--- src/rtl/dag_pkg.sv ---
// Shared definitions for the data address generator: default sizes,
// register type codes and helpers that slice a register address
// {type, bank, idx} into its fields.
package dag_pkg;

    localparam int DAG_AW    = 16;
    localparam int DAG_NREG  = 8;
    localparam int DAG_NBANK = 2;

    typedef enum logic [1:0] {
        REG_M = 2'b00,
        REG_I = 2'b01,
        REG_L = 2'b10,
        REG_B = 2'b11
    } reg_type_e;

    // Type field sits above the bank and index fields.
    function automatic logic [1:0] raw_type(input int unsigned add,
                                            input int unsigned iw,
                                            input int unsigned bw);
        int unsigned sh;
        sh = add >> (iw + bw);
        return sh[1:0];
    endfunction

    // Bank field sits directly above the index field.
    function automatic int unsigned raw_bank(input int unsigned add,
                                             input int unsigned iw,
                                             input int unsigned bw);
        return (add >> iw) & ((32'd1 << bw) - 32'd1);
    endfunction

    // Index field occupies the low bits.
    function automatic int unsigned raw_idx(input int unsigned add,
                                            input int unsigned iw);
        return add & ((32'd1 << iw) - 32'd1);
    endfunction

endpackage

--- src/rtl/dag_circ_mod.sv ---
// Combinational modify unit: I + M with optional circular wrap inside
// the buffer [B, B+L). L == 0 selects plain linear addressing.
module dag_circ_mod
    import dag_pkg::*;
#(
    parameter int AW = DAG_AW
) (
    input  logic [AW-1:0] i,
    input  logic [AW-1:0] m,
    input  logic [AW-1:0] l,
    input  logic [AW-1:0] b,
    output logic [AW-1:0] res
);

    logic [AW-1:0] sum;
    logic [AW-1:0] top;

    // Single wrap only: |M| < L keeps the result inside the buffer.
    always_comb begin
        sum = i + m;
        top = b + l;
        res = sum;
        if (l != '0) begin
            if (!m[AW-1]) begin
                if (sum >= top) res = sum - l;
            end else begin
                if (sum < b) res = sum + l;
            end
        end
    end

endmodule

--- src/rtl/dag_circ.sv ---
// Data address generator with circular buffering. Holds NBANK banks of
// I/M/L/B registers, serves one address request per cycle and emits a
// registered address per bank (bank 0 -> dm bus, bank 1 -> ps bus).
module dag_circ
    import dag_pkg::*;
#(
    parameter int AW    = DAG_AW,
    parameter int NREG  = DAG_NREG,
    parameter int NBANK = DAG_NBANK,
    parameter int RAW   = 2 + $clog2(NBANK * NREG)
) (
    input  logic                     clk,
    input  logic                     rst,
    input  logic                     ps_dg_en,
    input  logic [$clog2(NBANK)-1:0] ps_dg_dgsclt,
    input  logic                     ps_dg_mdfy,
    input  logic [$clog2(NREG)-1:0]  ps_dg_iadd,
    input  logic [$clog2(NREG)-1:0]  ps_dg_madd,
    input  logic                     ps_dg_wrt_en,
    input  logic [RAW-1:0]           ps_dg_wrt_add,
    input  logic [RAW-1:0]           ps_dg_rd_add,
    input  logic [AW-1:0]            bc_dt,
    output logic [AW-1:0]            dg_dm_add,
    output logic [AW-1:0]            dg_ps_add,
    output logic                     dg_dm_vld,
    output logic                     dg_ps_vld,
    output logic [AW-1:0]            dg_bc_dt
);

    localparam int IW = $clog2(NREG);
    localparam int BW = $clog2(NBANK);

    logic [AW-1:0] m_reg [NBANK][NREG];
    logic [AW-1:0] i_reg [NBANK][NREG];
    logic [AW-1:0] l_reg [NBANK][NREG];
    logic [AW-1:0] b_reg [NBANK][NREG];

    reg_type_e     wr_type, rd_type;
    logic [BW-1:0] wr_bank, rd_bank;
    logic [IW-1:0] wr_idx, rd_idx;
    logic          wr_ok, rd_ok, req_ok;
    logic [AW-1:0] rd_val;

    logic [NBANK-1:0][AW-1:0] mod_res;
    logic [NBANK-1:0][AW-1:0] addr_out;
    logic [NBANK-1:0]         vld_out;

    // Decode write/read register addresses and qualify the request bank.
    always_comb begin
        wr_type = reg_type_e'(raw_type(32'(ps_dg_wrt_add), IW, BW));
        wr_bank = BW'(raw_bank(32'(ps_dg_wrt_add), IW, BW));
        wr_idx  = IW'(raw_idx(32'(ps_dg_wrt_add), IW));
        rd_type = reg_type_e'(raw_type(32'(ps_dg_rd_add), IW, BW));
        rd_bank = BW'(raw_bank(32'(ps_dg_rd_add), IW, BW));
        rd_idx  = IW'(raw_idx(32'(ps_dg_rd_add), IW));
        wr_ok   = ps_dg_wrt_en && (int'(wr_bank) < NBANK);
        rd_ok   = int'(rd_bank) < NBANK;
        req_ok  = ps_dg_en && (int'(ps_dg_dgsclt) < NBANK);
    end

    for (genvar gi = 0; gi < NBANK; gi++) begin : g_bank
        logic          wr_here;
        logic [AW-1:0] op_i, op_m, op_l, op_b;
        logic [AW-1:0] addr_reg;
        logic          vld_reg;
        logic          req_here;

        assign wr_here  = wr_ok && (wr_bank == BW'(gi));
        assign req_here = req_ok && (ps_dg_dgsclt == BW'(gi));

        // Same-cycle writes forward bc_dt into the operands.
        assign op_i = (wr_here && wr_type == REG_I && wr_idx == ps_dg_iadd) ? bc_dt : i_reg[gi][ps_dg_iadd];
        assign op_m = (wr_here && wr_type == REG_M && wr_idx == ps_dg_madd) ? bc_dt : m_reg[gi][ps_dg_madd];
        assign op_l = (wr_here && wr_type == REG_L && wr_idx == ps_dg_iadd) ? bc_dt : l_reg[gi][ps_dg_iadd];
        assign op_b = (wr_here && wr_type == REG_B && wr_idx == ps_dg_iadd) ? bc_dt : b_reg[gi][ps_dg_iadd];

        dag_circ_mod #(.AW(AW)) u_mod (
            .i   (op_i),
            .m   (op_m),
            .l   (op_l),
            .b   (op_b),
            .res (mod_res[gi])
        );

        // Bank address register: load on request, hold otherwise; vld pulses.
        always_ff @(posedge clk or posedge rst) begin
            if (rst) begin
                addr_reg <= '0;
                vld_reg  <= 1'b0;
            end else begin
                vld_reg <= req_here;
                if (req_here) addr_reg <= ps_dg_mdfy ? mod_res[gi] : op_i;
            end
        end

        assign addr_out[gi] = addr_reg;
        assign vld_out[gi]  = vld_reg;
    end

    assign dg_dm_add = addr_out[0];
    assign dg_ps_add = addr_out[1];
    assign dg_dm_vld = vld_out[0];
    assign dg_ps_vld = vld_out[1];

    // Register file update; explicit writes come last so they beat the
    // post-modify update of the same I.
    always_ff @(posedge clk or posedge rst) begin
        if (rst) begin
            for (int b = 0; b < NBANK; b++) begin
                for (int r = 0; r < NREG; r++) begin
                    m_reg[b][r] <= '0;
                    i_reg[b][r] <= '0;
                    l_reg[b][r] <= '0;
                    b_reg[b][r] <= '0;
                end
            end
        end else begin
            if (req_ok && !ps_dg_mdfy)
                i_reg[ps_dg_dgsclt][ps_dg_iadd] <= mod_res[ps_dg_dgsclt];
            if (wr_ok) begin
                case (wr_type)
                    REG_M: m_reg[wr_bank][wr_idx] <= bc_dt;
                    REG_I: i_reg[wr_bank][wr_idx] <= bc_dt;
                    REG_L: l_reg[wr_bank][wr_idx] <= bc_dt;
                    REG_B: begin
                        b_reg[wr_bank][wr_idx] <= bc_dt;
                        i_reg[wr_bank][wr_idx] <= bc_dt;
                    end
                endcase
            end
        end
    end

    // Combinational register read with bypass of a matching write.
    always_comb begin
        rd_val = '0;
        if (rd_ok) begin
            case (rd_type)
                REG_M: rd_val = m_reg[rd_bank][rd_idx];
                REG_I: rd_val = i_reg[rd_bank][rd_idx];
                REG_L: rd_val = l_reg[rd_bank][rd_idx];
                REG_B: rd_val = b_reg[rd_bank][rd_idx];
            endcase
        end
        dg_bc_dt = (ps_dg_wrt_en && ps_dg_wrt_add == ps_dg_rd_add) ? bc_dt : rd_val;
    end

endmodule

--- config.mk ---
export PLATFORM = sky130hd
export DESIGN_NAME = dag_circ
export DESIGN_NICKNAME = d
export VERILOG_FILES = /design/src/rtl/dag_pkg.sv /design/src/rtl/dag_circ_mod.sv /design/src/rtl/dag_circ.sv
export SDC_FILE = /design/constraint.sdc
export NUM_CORES = 2
export LEC_CHECK = 0
export ABC_AREA = 1
export CAP_MARGIN = 10
export CORE_ASPECT_RATIO = 1.75
export CORE_UTILIZATION = 30
export CTS_CLUSTER_DIAMETER = 100
export DETAILED_ROUTE_END_ITERATION = 10
export GPL_TIMING_DRIVEN = 0
export HOLD_SLACK_MARGIN = 0.02
export PLACE_DENSITY_LB_ADDON = 0.25
export SETUP_SLACK_MARGIN = 0.5
export SYNTH_ARGS = -nofsm -noshare
export SYNTH_HDL_FRONTEND = slang
export SYNTH_HIERARCHICAL = 1
export SYNTH_SLANG_ARGS = --single-unit
--- constraint.sdc ---
create_clock -name clk -period 91.8 [get_ports clk]
set_clock_uncertainty 0.2 [all_clocks]
set_input_delay 18.36 -clock clk [delete_from_list [all_inputs] [get_ports clk]]
set_output_delay 18.36 -clock clk [all_outputs]
set_load 0.02 [all_outputs]
==> results.yml, run 1 <==
synthesis:
  syn-num-nets: 10420
  ys.flop_type: "dfrtp_1"
  ys_async_sr_fraction: 1.000
  synth_edf_count: 0
  synthCells: 10200
  ys_warn_count: 6
  yosys-top-cells-area: "dfrtp_1 (38%), nand2_1 (16%), o21ai_0 (12%)"
  synth_top_area_cell: "dfrtp_1"
  netlist_area_um2: 69490
  yosysTopAreaCellShare: 0.3810
  synth-seq-cells: 1058
  syn_area_per_cell_um2: 6.816
  ys_seq_area_frac: 0.3810
  ys_types: 53
clock_network:
  cts_resized: 0
  htreeDepth: 3
  postCtsSetupBuffers: 0
  clock-sinks: 1058
  cts_buffers: 119
  root_buffer: "clkbuf_16"
  clockBufferDepth: 3
  postCtsHoldBufs: 0
run_status:
  stop_stage: "5_1_grt"
  status: "stopped before the end"
  firstError: "[ERROR GRT-0116] Global routing finished with congestion. Check the congestion regions in the DRC Viewer."
placement:
  place_ws_ps: 49720
  numPortBuffers: 75
  post-dp-hpwl_mm: 505.0
  place_inst: 13470
  gp_congestion: 1.161
global_route:
  grt_pass1_vias: 86720
  grt_start_max_net_pins: 119
  grtUsageTotal: 0.5846
  grt_overflow: 21
  grt_pass1_wl_mm: 901.2
floorplan:
  io_pins: 90
  die_y_um: 638.7
  start_util: 0.3017
  die_w_um: 365.8
  rows: 233
[metal layers]
layer	GRT overflow	GRT usage
met2	13	0.8279
met4	8	0.6269
met3	0	0.2915
met1	0	0.5988
met5	0	0.01964
[per-stage QoR]
stage / hold WS [ps] / util / instance area (um2)
CTS: 285.1 / 0.3530 / 81290
floorplan: 253.0 / - / 69490
global placement: 264.8 / 0.3216 / 74060
detailed placement: 272.0 / 0.3348 / 77100
[synth_stat cells (all sizes together) (147+ instances only)]
library cell  instances
nand2              2911
o21ai              1641
dfrtp              1058
inv                 888
nand3               855
clkbuf              565
nor2                539
a21oi               501
buf                 215
o22ai               205
ha                  180
o211ai              147
[kinds of logic after synthesis]
family,synth area share
multiplexers,0.0004861
adder cells (fa/ha/maj),0.03472
buffers and inverters,0.09369
XOR/XNOR,0.01223
flip-flops,0.3810
AND/OR/NAND/NOR,0.2625
AO/OA/AOI/OAI,0.2153
==> run 2, diff against run 1 <==
--- a/config.mk
+++ b/config.mk
@@ -7,14 +7,10 @@
 export LEC_CHECK = 0
 export ABC_AREA = 1
 export CAP_MARGIN = 10
-export CORE_ASPECT_RATIO = 1.75
-export CORE_UTILIZATION = 30
-export CTS_CLUSTER_DIAMETER = 100
+export CORE_UTILIZATION = 20
 export DETAILED_ROUTE_END_ITERATION = 10
 export GPL_TIMING_DRIVEN = 0
-export HOLD_SLACK_MARGIN = 0.02
-export PLACE_DENSITY_LB_ADDON = 0.25
-export SETUP_SLACK_MARGIN = 0.5
+export PLACE_DENSITY_LB_ADDON = 0.15
 export SYNTH_ARGS = -nofsm -noshare
 export SYNTH_HDL_FRONTEND = slang
 export SYNTH_HIERARCHICAL = 1
==> run 2 against run 1 <==
  * The flow now finishes, with violations (capacitance limit, slew limit)
  * Synthesized area unchanged
  * Synthesized cell count is the same
==> results.yml, run 2 <==
run_status:
  status: "finished, violations left"
  violations: "capacitance limit, slew limit"
placement:
  numPortBuffers: 75
  gp_congestion: 1.054
  post-dp-hpwl_mm: 541.6
worst_setup_path:
  path_cells: "clkdlybuf4s50_1 > inv_1 > clkbuf_1 > clkbuf_1 > nand3_1 > nand3_1 > nand2_1 > nand2_1 > nand3_1 > nand2_1 > nand2_1 > clkdlybuf4s50_1"
  crit_start: "ps_dg_rd_add[1]"
  worst_ep_arrival_time_ps: 23640
  crit_path_top_delay_cell: "clkbuf_1"
  crit_path_end_kind: "output pin"
  crit_required_ps: 73240
  slowest_delay_ps: 1030
  cp_max_fo: 10
  crit_type: "in2out"
  r2r-start: "m_reg[214]$_DFFE_PP0P_"
  path_common_cell: "nand2_1"
  crit_family: "buffers and inverters"
  crit_path_start_kind: "primary input"
  path_buf_inv: 5
timing:
  slew_viol_final: 22
  holdWs_ps: 280.3
  min_period_over_period: 0.4597
  hold_viol: 0
  fin_tns_setup_ps: 0
  setup_viol: 0
  timing_worst_slew_pin_value_ps: 1534
  relSlewSlack: -0.02265
  max_freq_ghz: 0.02369
  period_needed_ps: 42200
  rsz0062_at_grt: "no"
synthesis:
  yosys-top-cells-area: "dfrtp_1 (38%), nand2_1 (16%), o21ai_0 (12%)"
  synth_common_cells: "nand2_1 (2896), o21ai_0 (1628), dfrtp_1 (1058), inv_1 (863), nand3_1 (851)"
  synthCells: 10200
  syn_area_per_cell_um2: 6.816
  netlist_area_um2: 69490
  synth-seq-cells: 1058
  ys_async_sr_fraction: 1.000
  ys.flop_type: "dfrtp_1"
  yosysMostFrequentCell: "nand2_1"
  synth_top_area_cell: "dfrtp_1"
  ys_types: 53
  ys_seq_area_frac: 0.3810
  ys_warn_count: 6
  synth_edf_count: 0
  yosysTopAreaCellShare: 0.3810
  syn-num-nets: 10420
job:
  maxCapViolations: 2
drt:
  wire_per_inst_um: 44.51
  dr.pass1.iters: 7
  wirelength_mm: 682.5
  route.detailed.drc: 0
  drt_iter0_markers: 12240
  vias: 85240
  antenna_left: 0
  viasPerCell: 5.559
global_route:
  grt_pass1_vias: 79490
  grtUsageTotal: 0.3798
  grt_overflow: 0
  grt_start_max_net_pins: 116
  antenna_found_initial: 117
  grt_pass1_wl_mm: 861.5
layout:
  area_growth_syn_to_layout_pct: 21.55
  layout_common_cells: "nand2_1 (2896), o21ai_0 (1600), dfrtp_1 (1058)"
  nNetsFinal: 10810
  final_layout_size_suffix_gt1_frac: 0.07590
  layout_commonest_cell: "nand2_1"
clock_network:
  clk_pin_slew_ps: 50
  cts_resized: 0
  htreeDepth: 4
  cts_buffers: 154
  postCtsSetupBuffers: 0
  clock_latency_ps: 950
  clockBufferDepth: 4
  clock-sinks: 1058
  cts_tree: "yes"
  postCtsHoldBufs: 0
  root_buffer: "clkbuf_16"
power_and_ir_drop:
  leakage_uw: 0.03798
  ir_drop_mv: 0.01892
  p_per_area_nw_per_um2: 28.92
floorplan:
  start_util: 0.2009
  io_pins: 90
  die_y_um: 591.4
  rows: 216
  die_w_um: 591.4
  dieArea_um2: 349800
  core_region_area_um2: 345900
hold_path:
  hp-class: "reg2reg"
  hold_start: "dg_ps_add[5]$_DFFE_PP0P_"
run 2: power by group:
| part | internal, uW | switching, uW | leakage [uW] |
|---|---|---|---|
| combinational | 279 | 836 | 0.0219 |
| sequential | 562 | 118 | 0.0135 |
| clock | 373 | 273 | 0.00253 |
| total | 1210 | 1230 | 0.0380 |
run 2: layout make-up:
class	instances	area, um2
antenna	57	142.6
buffer	780	3317
clock buffer	221	4499
clock inverter	52	680.7
fill	39020	261500
inverter	895	3367
multi-input combinational	7462	36780
sequential	1058	26480
tap	4578	5728
timing repair buffer	230	3478
run 2: stage by stage:
stage | utilization | area [um2] | worst slack (ps) | std cells | power, uW
2_1_floorplan | - | 69490 | 43460 | 10200 | 1143
3_3_place_gp | 0.2196 | 75970 | 25190 | 14850 | 1723
3_5_place_dp | 0.2284 | 79020 | 49830 | 14990 | 1760
4_1_cts | 0.2434 | 84200 | 49830 | 15270 | 2409
5_1_grt | 0.2438 | 84350 | 49930 | 15290 | 2509
6_report | 0.2442 | 84460 | 49600 | 15330 | 2443
run 2: final timing paths:
path,end,slack [ps],depth (start not counted)
min in group asynchronous,l_reg[242]$_DFFE_PP0P_,17740,2
setup reg to reg,i_reg[219]$_DFF_PP0_,81210,32
hold / removal,dg_ps_add[5]$_DFFE_PP0P_,280,2
setup / recovery,dg_bc_dt[6],49600,12
hold reg to reg,dg_ps_add[5]$_DFFE_PP0P_,280,2
max in group asynchronous,dg_dm_add[2]$_DFFE_PP0P_,71200,5
run 2: cell families (layout without fill, tap and decap cells):
logic type | count (synthesis) | count (layout) | share of synthesized area
xor gates and xnor gates | 97 | 97 | 0.01223
adders and majority gates | 188 | 188 | 0.03472
DFF | 1058 | 1058 | 0.3810
AOI/OAI and AO/OA | 2730 | 2730 | 0.2153
muxes | 3 | 3 | 0.0004861
other | 0 | 57 | 0
and+or+nand+nor | 4444 | 4444 | 0.2625
buffers and inverters | 1675 | 2178 | 0.09369
run 2: worst min-delay path, stage by stage (launching register included):
cell     delay [ps]
dfrtp_1         340
nand2_1          50
nand2_1          50
run 2: metal layers:
metal	GRT usage	share of wire	vias to the layer above
met5	0	0.00030	-
met4	0.2630	0.079	30
met3	0.1079	0.10	1380
met2	0.5561	0.42	5726
met1	0.4805	0.40	43400
li1	-	-	34700
Power figures use the tool's default switching activity.
